## config.mk

```make
export PLATFORM = sky130hd
export DESIGN_NAME = addsub4_selftest
export DESIGN_NICKNAME = d
export VERILOG_FILES = /design/src/rtl/addsub4_selftest.sv
export SDC_FILE = /design/constraint.sdc
export NUM_CORES = 1
export LEC_CHECK = 0
export BUFFER_PORTS_ARGS = -buffer_cell sky130_fd_sc_hd__buf_2
export CAP_MARGIN = 20
export CELL_PAD_IN_SITES_DETAIL_PLACEMENT = 0
export CELL_PAD_IN_SITES_GLOBAL_PLACEMENT = 1
export CORE_MARGIN = 2
export CORE_UTILIZATION = 30
export CTS_BUF_LIST = sky130_fd_sc_hd__clkbuf_4 sky130_fd_sc_hd__clkbuf_8
export CTS_CLUSTER_DIAMETER = 200
export DETAILED_ROUTE_END_ITERATION = 10
export GPL_ROUTABILITY_DRIVEN = 0
export PLACE_DENSITY = 0.55
export SYNTH_ARGS = -nofsm -noshare
export SYNTH_HDL_FRONTEND = slang
export SYNTH_SLANG_ARGS = --single-unit
```

## constraint.sdc

```tcl
create_clock -name clk -period 5.4 [get_ports clk]
set_input_delay 1.35 -clock clk [delete_from_list [all_inputs] [get_ports clk]]
set_output_delay 1.35 -clock clk [all_outputs]
set_load 0.005 [all_outputs]
```

## src/rtl/addsub4_selftest.sv

```systemverilog
// addsub4_selftest: exhaustive self-test sweep of a 4-bit adder/subtractor against a golden model
module addsub4_selftest #(
    parameter int unsigned SETTLE = 1
) (
    input  logic       clk,
    input  logic       rst_n,
    input  logic       start,
    output logic [3:0] a_o,
    output logic [3:0] b_o,
    output logic       mode_o,
    input  logic [3:0] result_i,
    input  logic       cout_i,
    output logic       busy,
    output logic       done,
    output logic       pass,
    output logic [9:0] err_count,
    output logic [8:0] first_fail,
    output logic       first_fail_valid
);
    typedef enum logic [1:0] {S_IDLE, S_WAIT, S_CHECK, S_DONE} state_t;
    localparam logic [3:0] RELOAD = 4'(SETTLE);
    state_t     state_q, state_d;
    logic [8:0] idx_q, idx_d;
    logic [3:0] cnt_q, cnt_d;
    logic [8:0] vec_q, vec_d;
    logic [9:0] err_q, err_d, err_inc;
    logic [8:0] ff_q, ff_d;
    logic       ffv_q, ffv_d;
    logic       busy_q, busy_d;
    logic       done_q, done_d;
    logic       pass_q, pass_d;
    logic [4:0] gold;
    logic       mism;
    always_comb begin
        state_d = state_q;
        idx_d   = idx_q;
        cnt_d   = cnt_q;
        vec_d   = vec_q;
        err_d   = err_q;
        ff_d    = ff_q;
        ffv_d   = ffv_q;
        busy_d  = busy_q;
        done_d  = done_q;
        pass_d  = pass_q;
        gold    = mode_o ? {1'b0, a_o} + {1'b0, ~b_o} + 5'd1 : {1'b0, a_o} + {1'b0, b_o};
        mism    = {cout_i, result_i} != gold;
        err_inc = err_q + {9'd0, mism};
        case (state_q)
            S_IDLE, S_DONE: begin
                if (start) begin
                    state_d = S_WAIT;
                    idx_d   = 9'd0;
                    vec_d   = 9'd0;
                    cnt_d   = RELOAD;
                    err_d   = 10'd0;
                    ffv_d   = 1'b0;
                    busy_d  = 1'b1;
                    done_d  = 1'b0;
                    pass_d  = 1'b0;
                end
            end
            S_WAIT: begin
                cnt_d = cnt_q - 4'd1;
                if (cnt_q == 4'd1) state_d = S_CHECK;
            end
            S_CHECK: begin
                err_d = err_inc;
                if (mism && !ffv_q) begin
                    ff_d  = idx_q;
                    ffv_d = 1'b1;
                end
                if (idx_q == 9'd511) begin
                    state_d = S_DONE;
                    busy_d  = 1'b0;
                    done_d  = 1'b1;
                    pass_d  = err_inc == 10'd0;
                end else begin
                    state_d = S_WAIT;
                    idx_d   = idx_q + 9'd1;
                    vec_d   = idx_q + 9'd1;
                    cnt_d   = RELOAD;
                end
            end
            default: ;
        endcase
    end
    always_ff @(posedge clk or negedge rst_n) begin
        if (!rst_n) begin
            state_q <= S_IDLE;
            idx_q   <= 9'd0;
            cnt_q   <= 4'd0;
            vec_q   <= 9'd0;
            err_q   <= 10'd0;
            ff_q    <= 9'd0;
            ffv_q   <= 1'b0;
            busy_q  <= 1'b0;
            done_q  <= 1'b0;
            pass_q  <= 1'b0;
        end else begin
            state_q <= state_d;
            idx_q   <= idx_d;
            cnt_q   <= cnt_d;
            vec_q   <= vec_d;
            err_q   <= err_d;
            ff_q    <= ff_d;
            ffv_q   <= ffv_d;
            busy_q  <= busy_d;
            done_q  <= done_d;
            pass_q  <= pass_d;
        end
    end
    assign {mode_o, a_o, b_o} = vec_q;
    assign busy             = busy_q;
    assign done             = done_q;
    assign pass             = pass_q;
    assign err_count        = err_q;
    assign first_fail       = ff_q;
    assign first_fail_valid = ffv_q;
endmodule

```

Word-level counts from Yosys, hierarchy flattened
Cells that the tools add are included.
{"block": "totals", "ff_bits": 38, "input_bits": 8}
{"block": "op_classes", "addsub": 6, "eq_ne": 11, "muxes": 23, "bitwise": 1, "reduce_logical": 13}
{"operator": "10-bit case mux with 2 select lines", "n": 1}
{"operator": "9-bit two-way mux", "n": 2}
{"operator": "9-bit case mux with 2 select lines", "n": 1}
{"operator": "4-bit case mux with 3 select lines", "n": 1}
{"operator": "10-bit by 1-bit adder with 10-bit output", "n": 1}
{"operator": "4-bit by 4-bit adder with 5-bit output", "n": 2}
{"operator": "10-bit logical NOT", "n": 1}
{"operator": "10-bit two-way mux", "n": 1}
{"operator": "2-bit != test, second input constant", "n": 5}
{"operator": "9-bit by 1-bit adder with 9-bit output, second input constant", "n": 1}
{"operator": "9-bit == test, second input constant", "n": 1}
{"operator": "3-bit AND reduction", "n": 3}
{"operator": "4-bit two-way mux", "n": 2}
{"operator": "1-bit case mux with 2 select lines", "n": 4}
{"operator": "2-bit AND reduction", "n": 4}
{"operator": "1-bit two-way mux", "n": 6}
{"operator": "2-bit two-way mux", "n": 3}
{"operator": "2-bit case mux with 3 select lines", "n": 1}
{"operator": "5-bit by 1-bit adder with 5-bit output, second input constant", "n": 1}
{"operator": "5-bit two-way mux", "n": 1}
{"operator": "5-bit != test", "n": 1}
{"operator": "2-bit == test, second input constant", "n": 2}
{"operator": "4-bit by 1-bit == test with 1-bit output, second input constant", "n": 1}
{"operator": "4-bit inverter", "n": 1}
{"operator": "other kinds (7)", "n": 7}

Logic depth before layout (Yosys ltp)
Gate-level depths: netlist of run 1.
{"block": "logic_depth", "ltp_word": 9, "depth_mapped": 16, "ltp_nobuf": 16}

Worst setup path after synthesis of run 1
No wires, ideal clock.
{"block": "synth_timing", "path_kind": "input to register", "startpoint": "input result_i[2]", "endpoint": "register pass_q, in the netlist pass", "setup_ps": 129, "t_arrival_ps": 3310, "required_ps": 5271, "slack_ps": 1961, "cell_stages": 11, "path_buffers": 0, "cell_sequence": "xor2_1 xnor2_1 nor4b_4 nand2_1 ha_1 ha_1 and3_1 and3_1 xnor2_1 a31oi_1 o21ai_0"}
{"block": "synth_via", "elab_chain_len": 5}
{"item": "start: declaration", "line_no": "11", "text": "input logic [3:0] result_i,"}
{"item": "5-bit != test", "line_no": "46", "text": "mism = {cout_i, result_i} != gold;"}
{"item": "10-bit by 1-bit adder with 10-bit output", "line_no": "47", "text": "err_inc = err_q + {9'd0, mism};"}
{"item": "10-bit logical NOT", "line_no": "76", "text": "pass_d = err_inc == 10'd0;"}
{"item": "1-bit two-way mux", "line_no": "72", "text": "if (idx_q == 9'd511) begin"}
{"item": "1-bit case mux with 2 select lines", "line_no": "48", "text": "case (state_q)"}
{"item": "end signal: assignment", "line_no": "109", "text": "pass_q <= pass_d;"}
{"item": "end: declaration", "line_no": "31", "text": "logic pass_q, pass_d;"}
No other way between the ends. The select of a mux whose other input is x is not followed.
A chain may end at the register's enable or synchronous reset.

Worst setup path in the final report of run 1
{"block": "layout_timing", "startpoint": "register vec_q[0]", "endpoint": "register pass_q, in the netlist pass"}
{"block": "layout_via", "elab_chain_len": 9}
{"item": "start: declaration", "line_no": "25", "text": "logic [8:0] vec_q, vec_d;"}
{"item": "start signal: assignment", "line_no": "103", "text": "vec_q <= vec_d;"}
{"item": "4-bit inverter", "line_no": "45", "text": "gold = mode_o ? {1'b0, a_o} + {1'b0, ~b_o} + 5'd1 : {1'b0, a_o} + {1'b0, b_o};"}
{"item": "4-bit by 4-bit adder with 5-bit output", "line_no": "45"}
{"item": "5-bit by 1-bit adder with 5-bit output", "line_no": "45"}
{"item": "5-bit two-way mux", "line_no": "45"}
{"item": "5-bit != test", "line_no": "46"}
{"item": "10-bit by 1-bit adder with 10-bit output", "line_no": "47"}
{"item": "10-bit logical NOT", "line_no": "76"}
{"item": "1-bit two-way mux", "line_no": "72"}
{"item": "1-bit case mux with 2 select lines", "line_no": "48"}
Several ways; a longest one is shown, not always the timed one. The select of a mux whose other input is x is not followed.

==> summary.md, run 1 <==
| Metric | Value |
|---|---|
| Total grt overflow | 0 |
| Crit Path Class | flip-flop to flip-flop |
| Main combinational cell family by area after synthesis | simple AND/OR/NAND/NOR gates |
| Post-Place Cells | 375 |
| # Max-Cap Violations | 0 |
| Pins over their slew limit | 0 |
| Area grow syn2layout | 18.4% |
| Num rows | 32 |
| WP data arrival | between 3000 and 4000 ps |
| Worst slew pin tran | 918 ps |
| Area fraction of the dominant cell type after synthesis | about two fifths |
| GRT Total Usage | 13.6% |
| FF-to-FF End | pass |
| Leak pwr | roughly 1.3 nW |
| Vias in the first global route | between 1.5k and 2k |
| Register area share after synthesis | around two fifths |
| Cell taking the most area after synthesis | dfrtp_1 |
| Power Total | ~0.0011 W |
| Port Buf Inserts | 39 |
| Clock group share of total power | about 28% |
| Setup TNS | 0 ps |
| Final setup margin | between 1500 and 2000 ps |
| Largest net degree at the start of global routing | 39 |
| Non-filler cells, final | 383 |
| Final hold violations | 0 |
| Number of synthesized register bits | 38 |
| Hold Slack | between 500 and 600 ps |
| DRT Pass-1 Iters | 6 |
| WHS Endpoint | first_fail[6] |
| Hold Startpoint | first_fail[6] |
| Synth Warn # | 0 |
| Die height | roughly 92 um |
| Post-synthesis mux area share | under 10% |
| Pre-CTS worst setup slack | approximately 1600 ps |
| Clock tree root driver cell | clkbuf_8 |
| Adder-cell area share of the yosys netlist | a little over a tenth |
| Fraction of layout cells with a size suffix above 1 | 22.4% |
| TritonCTS Buffers | 5 |
| Setup bufs post-CTS | 0 |
| Top-count cell post-synth | dfrtp_1 |
| Die Width | 92.2 um |
| Detailed Route WL | 5520 um |
| P_sw | slightly below 0.0004 W |
| Status | complete, no violations |
| Via count | 1844 |
| First-pass GRT wire length | between 8000 and 9000 um |
| Post-synth top cells | dfrtp_1 (38), o21ai_0 (25), nand2_1 (24), nor2_1 (22), ha_1 (17) |
| Setup crit end kind | flip-flop |
| Simple-Gate Fraction of Synth Area | 17.9% |
| CTS sink count | 38 |
| Synth async-reset ratio | 100% |
| Core area | around 7600 um2 |
| Internal power | just under 0.0007 W |
| # diodes | 0 |
| Number of flops mapped to enable cells by yosys | 0 |
| Syn Area/Cell | between 9 and 10 um2 |
| HP Class | flip-flop to flip-flop |
| Layout fillers | between 800 and 900 |
| Worst Path Max Fanout | 7 |
| Cell Area, Synth | 2340 um2 |
| PostCTS Resize Cnt | 0 |
| Antenna violations before repair | 0 |
| Reg clk slew, reported paths | 90 ps |
| Post-Syn Nets | between 200 and 300 |
| CTS tree | built |
| Post-layout min period | 3660 ps |
| Initial Utilization | 30.5% |
| Via/cell ratio | around 4.8 |
| H-tree depth | 2 |
| Yosys cell types | 40 |
| Dpl hpwl | between 3000 and 4000 um |
| Synthesized instance count | between 200 and 250 |
| F_max | approximately 270 MHz |
| Clk_lat worst skew | 300 ps |
| Boundary Pins | 40 |
| DIE AREA | 8510 um2 |
| RSZ-0062 raised after global routing | false |
| Final setup viols | 0 |
| Worst Reg-to-Reg Cells | 15 |
| Top_reg_cell synth | dfrtp_1 |
| Sw frac | between 30% and 40% |
| Post-DRT Antenna Nets | 0 |
| Synth top area cells | dfrtp_1 (41%), ha_1 (9.1%), o21ai_0 (5.4%) |
| Startpoint types | flip-flop |
| WL per Instance | 14.4 um |
| Max-slew headroom | between 30% and 40% |
| Min-Delay Path Depth | 1 |
| Final nets | 307 |
| Worst R2R Start | vec_q[0] |
| Clock Path Buffers | 2 |
| Combinational share of power | 36.4% |
| Worst Path Required | between 5000 and 6000 ps |
| Drc violations | 0 |
| Maximum VDD drop | a little under 0.2 mV |
| Synth Area in XOR/XNOR | 6.00% |
| Power Dens Cells | 392 nW/um2 |
| Compound-Gate Fraction of Synth Area | 14.7% |
| Period Utilization, post-route | between 60% and 70% |
| Sequential power share | a little over a third |
| Hold_buf cts | 0 |
| Worst reg2reg setup slack | 1740 ps |
| Drt initial violations | 57 |
| Clk_skew | 11.2 ps |
==> power by group through the flow <==
stage	clock, W	sequential, W	combinational, W
2_1_floorplan	0	0.000378	0.000306
3_3_place_gp	0	0.000396	0.000399
3_5_place_dp	0	0.000398	0.000399
4_1_cts	0.000309	0.000392	0.000402
5_1_grt	0.000321	0.000400	0.000447
6_report	0.000298	0.000390	0.000395
==> layer usage <==
metal | vias to the layer above | wire length (um) | track usage (%)
li1 | 915 | - | -
met1 | 889 | 2680 | 17.9
met2 | 38 | 2590 | 22.1
met3 | 2 | 217 | 3.37
met4 | 0 | 32 | 3.73
met5 | - | 0 | 0
==> kinds of logic after synthesis <==
logic type / Yosys count
AOI/OAI and AO/OA: 52
muxes: 14
DFF: 38
buffers and inverters: 18
xor gates and xnor gates: 16
adders and majority gates: 19
and+or+nand+nor: 83
==> worst max-delay path by stage <==
stage / cells after the start / endpoint / slack, ps / from
floorplan: 11 / pass / 1960 / result_i[2]
global placement: 12 / pass / 1640 / result_i[2]
detailed placement: 12 / pass / 1620 / result_i[2]
CTS: 15 / pass / 1720 / vec_q[0]
global route: 15 / pass / 1410 / vec_q[0]
finish: 15 / pass / 1740 / vec_q[0]
==> stage by stage <==
stage          cell area, um2  util, %
2_1_floorplan            2340        -
3_3_place_gp             2630     34.4
3_5_place_dp             2630     34.4
4_1_cts                  2770     36.2
5_1_grt                  2770     36.2
6_report                 2770     36.2
==> critical path, stage by stage (launching register included) <==
cell	delay [ps]
dfrtp_1	490
ha_1	220
inv_1	50
fa_1	380
nor3_1	320
a2111oi_4	100
o21ai_0	160
nor4b_4	320
nand2_1	150
ha_1	240
ha_1	250
and3_1	240
and3_1	220
xnor2_1	130
a31oi_1	150
o21ai_0	100
==> cells in the final DEF (no fill, tap or decap), drive strengths merged, types with 3 or more instances in the layout <==
| cell type | instances |
|---|---|
| mux2 | 11 |
| nand2 | 24 |
| nor2b | 4 |
| a21oi | 10 |
| nor2 | 22 |
| nand2b | 4 |
| nor3 | 8 |
| ha | 17 |
| inv | 12 |
| xnor2 | 9 |
| nand3 | 6 |
| dfrtp | 38 |
| nand4 | 4 |
| a22o | 6 |
| o21ai | 25 |
| mux2i | 3 |
| buf | 39 |
| xor2 | 7 |
| clkbuf | 5 |
==> state kept, by name (all words and copies together), names as in the netlist <==
signal            flops
state_q               2
err_count            10
first_fail_valid      1
vec_q                 9
done                  1
cnt_q                 4
first_fail            9
busy                  1
pass                  1
==> area by class of cell <==
type | instances | area (um2) | area share, %
Multi-Input combinational cell | 184 | 1310 | 47.3
Sequential cell | 38 | 951 | 34.4
Timing Repair Buffer | 39 | 195 | 7.06
Tap cell | 102 | 128 | 4.62
Clock buffer | 5 | 68.8 | 2.49
Clock inverter | 3 | 68.8 | 2.49
Inverter | 12 | 45.0 | 1.63
Power figures use the tool's default switching activity.
==> run 2: changes to the inputs <==
- clock period: 5.4 -> 3.6 ns (I/O delays scaled with it)
==> run 2 against run 1 <==
Worst setup slack got worse by 1400 ps. Hold slack got worse by 1.8 ps. Die area did not move. Count of clock-buffer cells in the layout is 1 higher. Largest cell class unchanged. Highest routed layer unchanged.
==> summary.md, run 2 (same netlist as run 1, synthesis figures left out) <==
| Metric | Value |
|---|---|
| Most frequent cells in the layout | buf_2 (39), dfrtp_1 (38), nand2_1 (23), o21ai_0 (23), nor2_1 (22) |
| CP startpoint | vec_q[0] |
| DIE AREA | 8510 um2 (unchanged) |
| Boundary Pins | 40 (unchanged) |
| Num rows | 32 (unchanged) |
| Hold_buf cts | 0 (unchanged) |
| Clk_lat worst skew | 290 ps (about the same) |
| Worst slew pin tran | 904 ps (-14.6 ps) |
| WL per Instance | 14.1 um (-2.0%) |
| Final setup margin | 293 ps (-1450 ps) |
| Sw frac | 36.2% (+0.16 points) |
| Period Utilization, post-route | 91.9% (+24 points) |
| F_max | 302 MHz (+11%) |
| CTS sink count | 38 (unchanged) |
| Vias in the first global route | 1927 (+12%) |
| Area grow syn2layout | 21.0% |
| HP Class | flip-flop to flip-flop |
| Largest net degree at the start of global routing | 39 (unchanged) |
| RSZ-0062 raised after global routing | false |
| Clock group share of total power | 23.6% (-3.9 points) |
| Post-Place Cells | 385 (+2.7%) |
| DRT Pass-1 Iters | 4 (-2) |
| Dpl hpwl | 4120 um (+4.3%) |
| Core area | 7650 um2 (unchanged) |
| # diodes | 0 (unchanged) |
| P_sw | 0.000569 W (+46%) |
| Hold Startpoint | first_fail[5] |
| Port Buf Inserts | 39 (unchanged) |
| Worst Path Required | 3780 ps (-1790 ps) |
| Via count | 1885 (+2.2%) |
| Fraction of layout cells with a size suffix above 1 | 26.1% (+3.7 points) |
| Status | complete, no violations |
| Pre-CTS worst setup slack | 52.8 ps (-1560 ps) |
| Leak pwr | 1.39 nW (+3.7%) |
| Drc violations | 0 (unchanged) |
| Detailed Route WL | 5550 um (+0.58%) |
| Crit Path Class | flip-flop to flip-flop |
| Post-DRT Antenna Nets | 0 (unchanged) |
| H-tree depth | 2 (unchanged) |
| Total grt overflow | 0 (unchanged) |
| WP data arrival | 3480 ps (-350 ps) |
| Combinational share of power | 40.5% (+4.1 points) |
| Clk_skew | 7.65 ps (-3.50 ps) |
| Most common cell after layout, fill and taps aside | buf_2 |
| Worst R2R Start | vec_q[0] |
| Final hold violations | 0 (unchanged) |
| Max-slew headroom | 38.0% (+1.0 points) |
| Clock Path Buffers | 2 (unchanged) |
| Initial Utilization | 30.5% (unchanged) |
| First-pass GRT wire length | 9620 um (+7.8%) |
| Final nets | 318 (+3.6%) |
| Post-layout min period | 3310 ps (-352 ps) |
| Clock tree root driver cell | clkbuf_8 |
| Die height | 92.2 um (unchanged) |
| Non-filler cells, final | 393 (+2.6%) |
| CTS tree | built |
| Min-Delay Path Depth | 1 (unchanged) |
| Setup crit end kind | flip-flop |
| TritonCTS Buffers | 5 (unchanged) |
| Pins over their slew limit | 0 (unchanged) |
| # Max-Cap Violations | 0 (unchanged) |
| Setup TNS | 0 ps (unchanged) |
| Worst Path Max Fanout | 4 (-3) |
| Max reg flops | 10 (unchanged) |
| Final Util | 37.0% (+0.82 points) |
| Drt initial violations | 110 (+93%) |
| Power Dens Cells | 556 nW/um2 (+42%) |
| Final setup viols | 0 (unchanged) |
| Antenna violations before repair | 0 (unchanged) |
| Layout fillers | 781 (-4.9%) |
| Reg clk slew, reported paths | 80 ps (about the same) |
| Sequential power share | 35.9% (about the same) |
| Worst Reg-to-Reg Cells | 15 (unchanged) |
| Maximum VDD drop | 0.200 mV (+0.72%) |
| Internal power | 0.00100 W (+45%) |
| Die Width | 92.2 um (unchanged) |
| Via/cell ratio | 4.80 (-0.38%) |
| GRT Total Usage | 14.3% (+0.75 points) |
| Startpoint types | flip-flop |
## run 2: area by class of cell
class | instances | area, um2 | share of cell area (%)
sequential | 38 | 951 | 33.6
inverter | 12 | 45.0 | 1.59
timing repair buffer | 50 | 278 | 9.82
multi-input combinational | 184 | 1310 | 46.5
clock buffer | 6 | 82.6 | 2.92
clock inverter | 1 | 30.0 | 1.06
tap | 102 | 128 | 4.51
## run 2: final timing paths
| kind | endpoint | slack, ps |
|---|---|---|
| max in group asynchronous | vec_q[4] | 2320 |
| worst min register to register | first_fail[5] | 500 |
| worst min-delay path | first_fail[5] | 500 |
| worst max register to register | pass | 290 |
| min in group asynchronous | first_fail[8] | 710 |
| worst max-delay path | pass | 290 |
## run 2: routing by layer
metal / wire, um / vias up / track usage, %
met5: 0 / - / 0
met4: 65 / 0 / 3.73
met3: 277 / 6 / 3.29
met2: 2600 / 44 / 23.8
met1: 2610 / 895 / 18.8
li1: - / 940 / -
## run 2: timing repair
item,4_1_cts,5_1_grt
resized for setup,0,5
setup buffers,0,1
endpoints found under the setup margin,0,3
## run 2: power by group through the flow
stage	Clock, W	Combinational (W)	Sequential [W]
final	0.000372	0.000637	0.000564
after global routing	0.000407	0.000731	0.000578
after CTS	0.000388	0.000644	0.000565
after detailed placement	0	0.000640	0.000574
after global placement	0	0.000644	0.000574
after floorplan	0	0.000459	0.000567
## run 2: worst max-delay path, cell delays in order, from the launching register on
cell and delay (ps):
dfrtp_1 420, ha_1 200, inv_1 50, fa_1 370
nor3_1 320, a2111oi_4 100, o21ai_1 140, nor4b_4 250
nand2_2 100, ha_2 200, ha_1 190, and3_1 230
and3_1 230, xnor2_1 130, a31oi_1 170, o21ai_1 90
## run 2: per-stage QoR
stage	power [W]	hold WS, ps	area, um2
floorplan	0.00103	465	2340
global placement	0.00122	485	2700
detailed placement	0.00121	491	2700
CTS	0.00160	509	2820
global route	0.00172	525	2830
finish	0.00157	503	2830
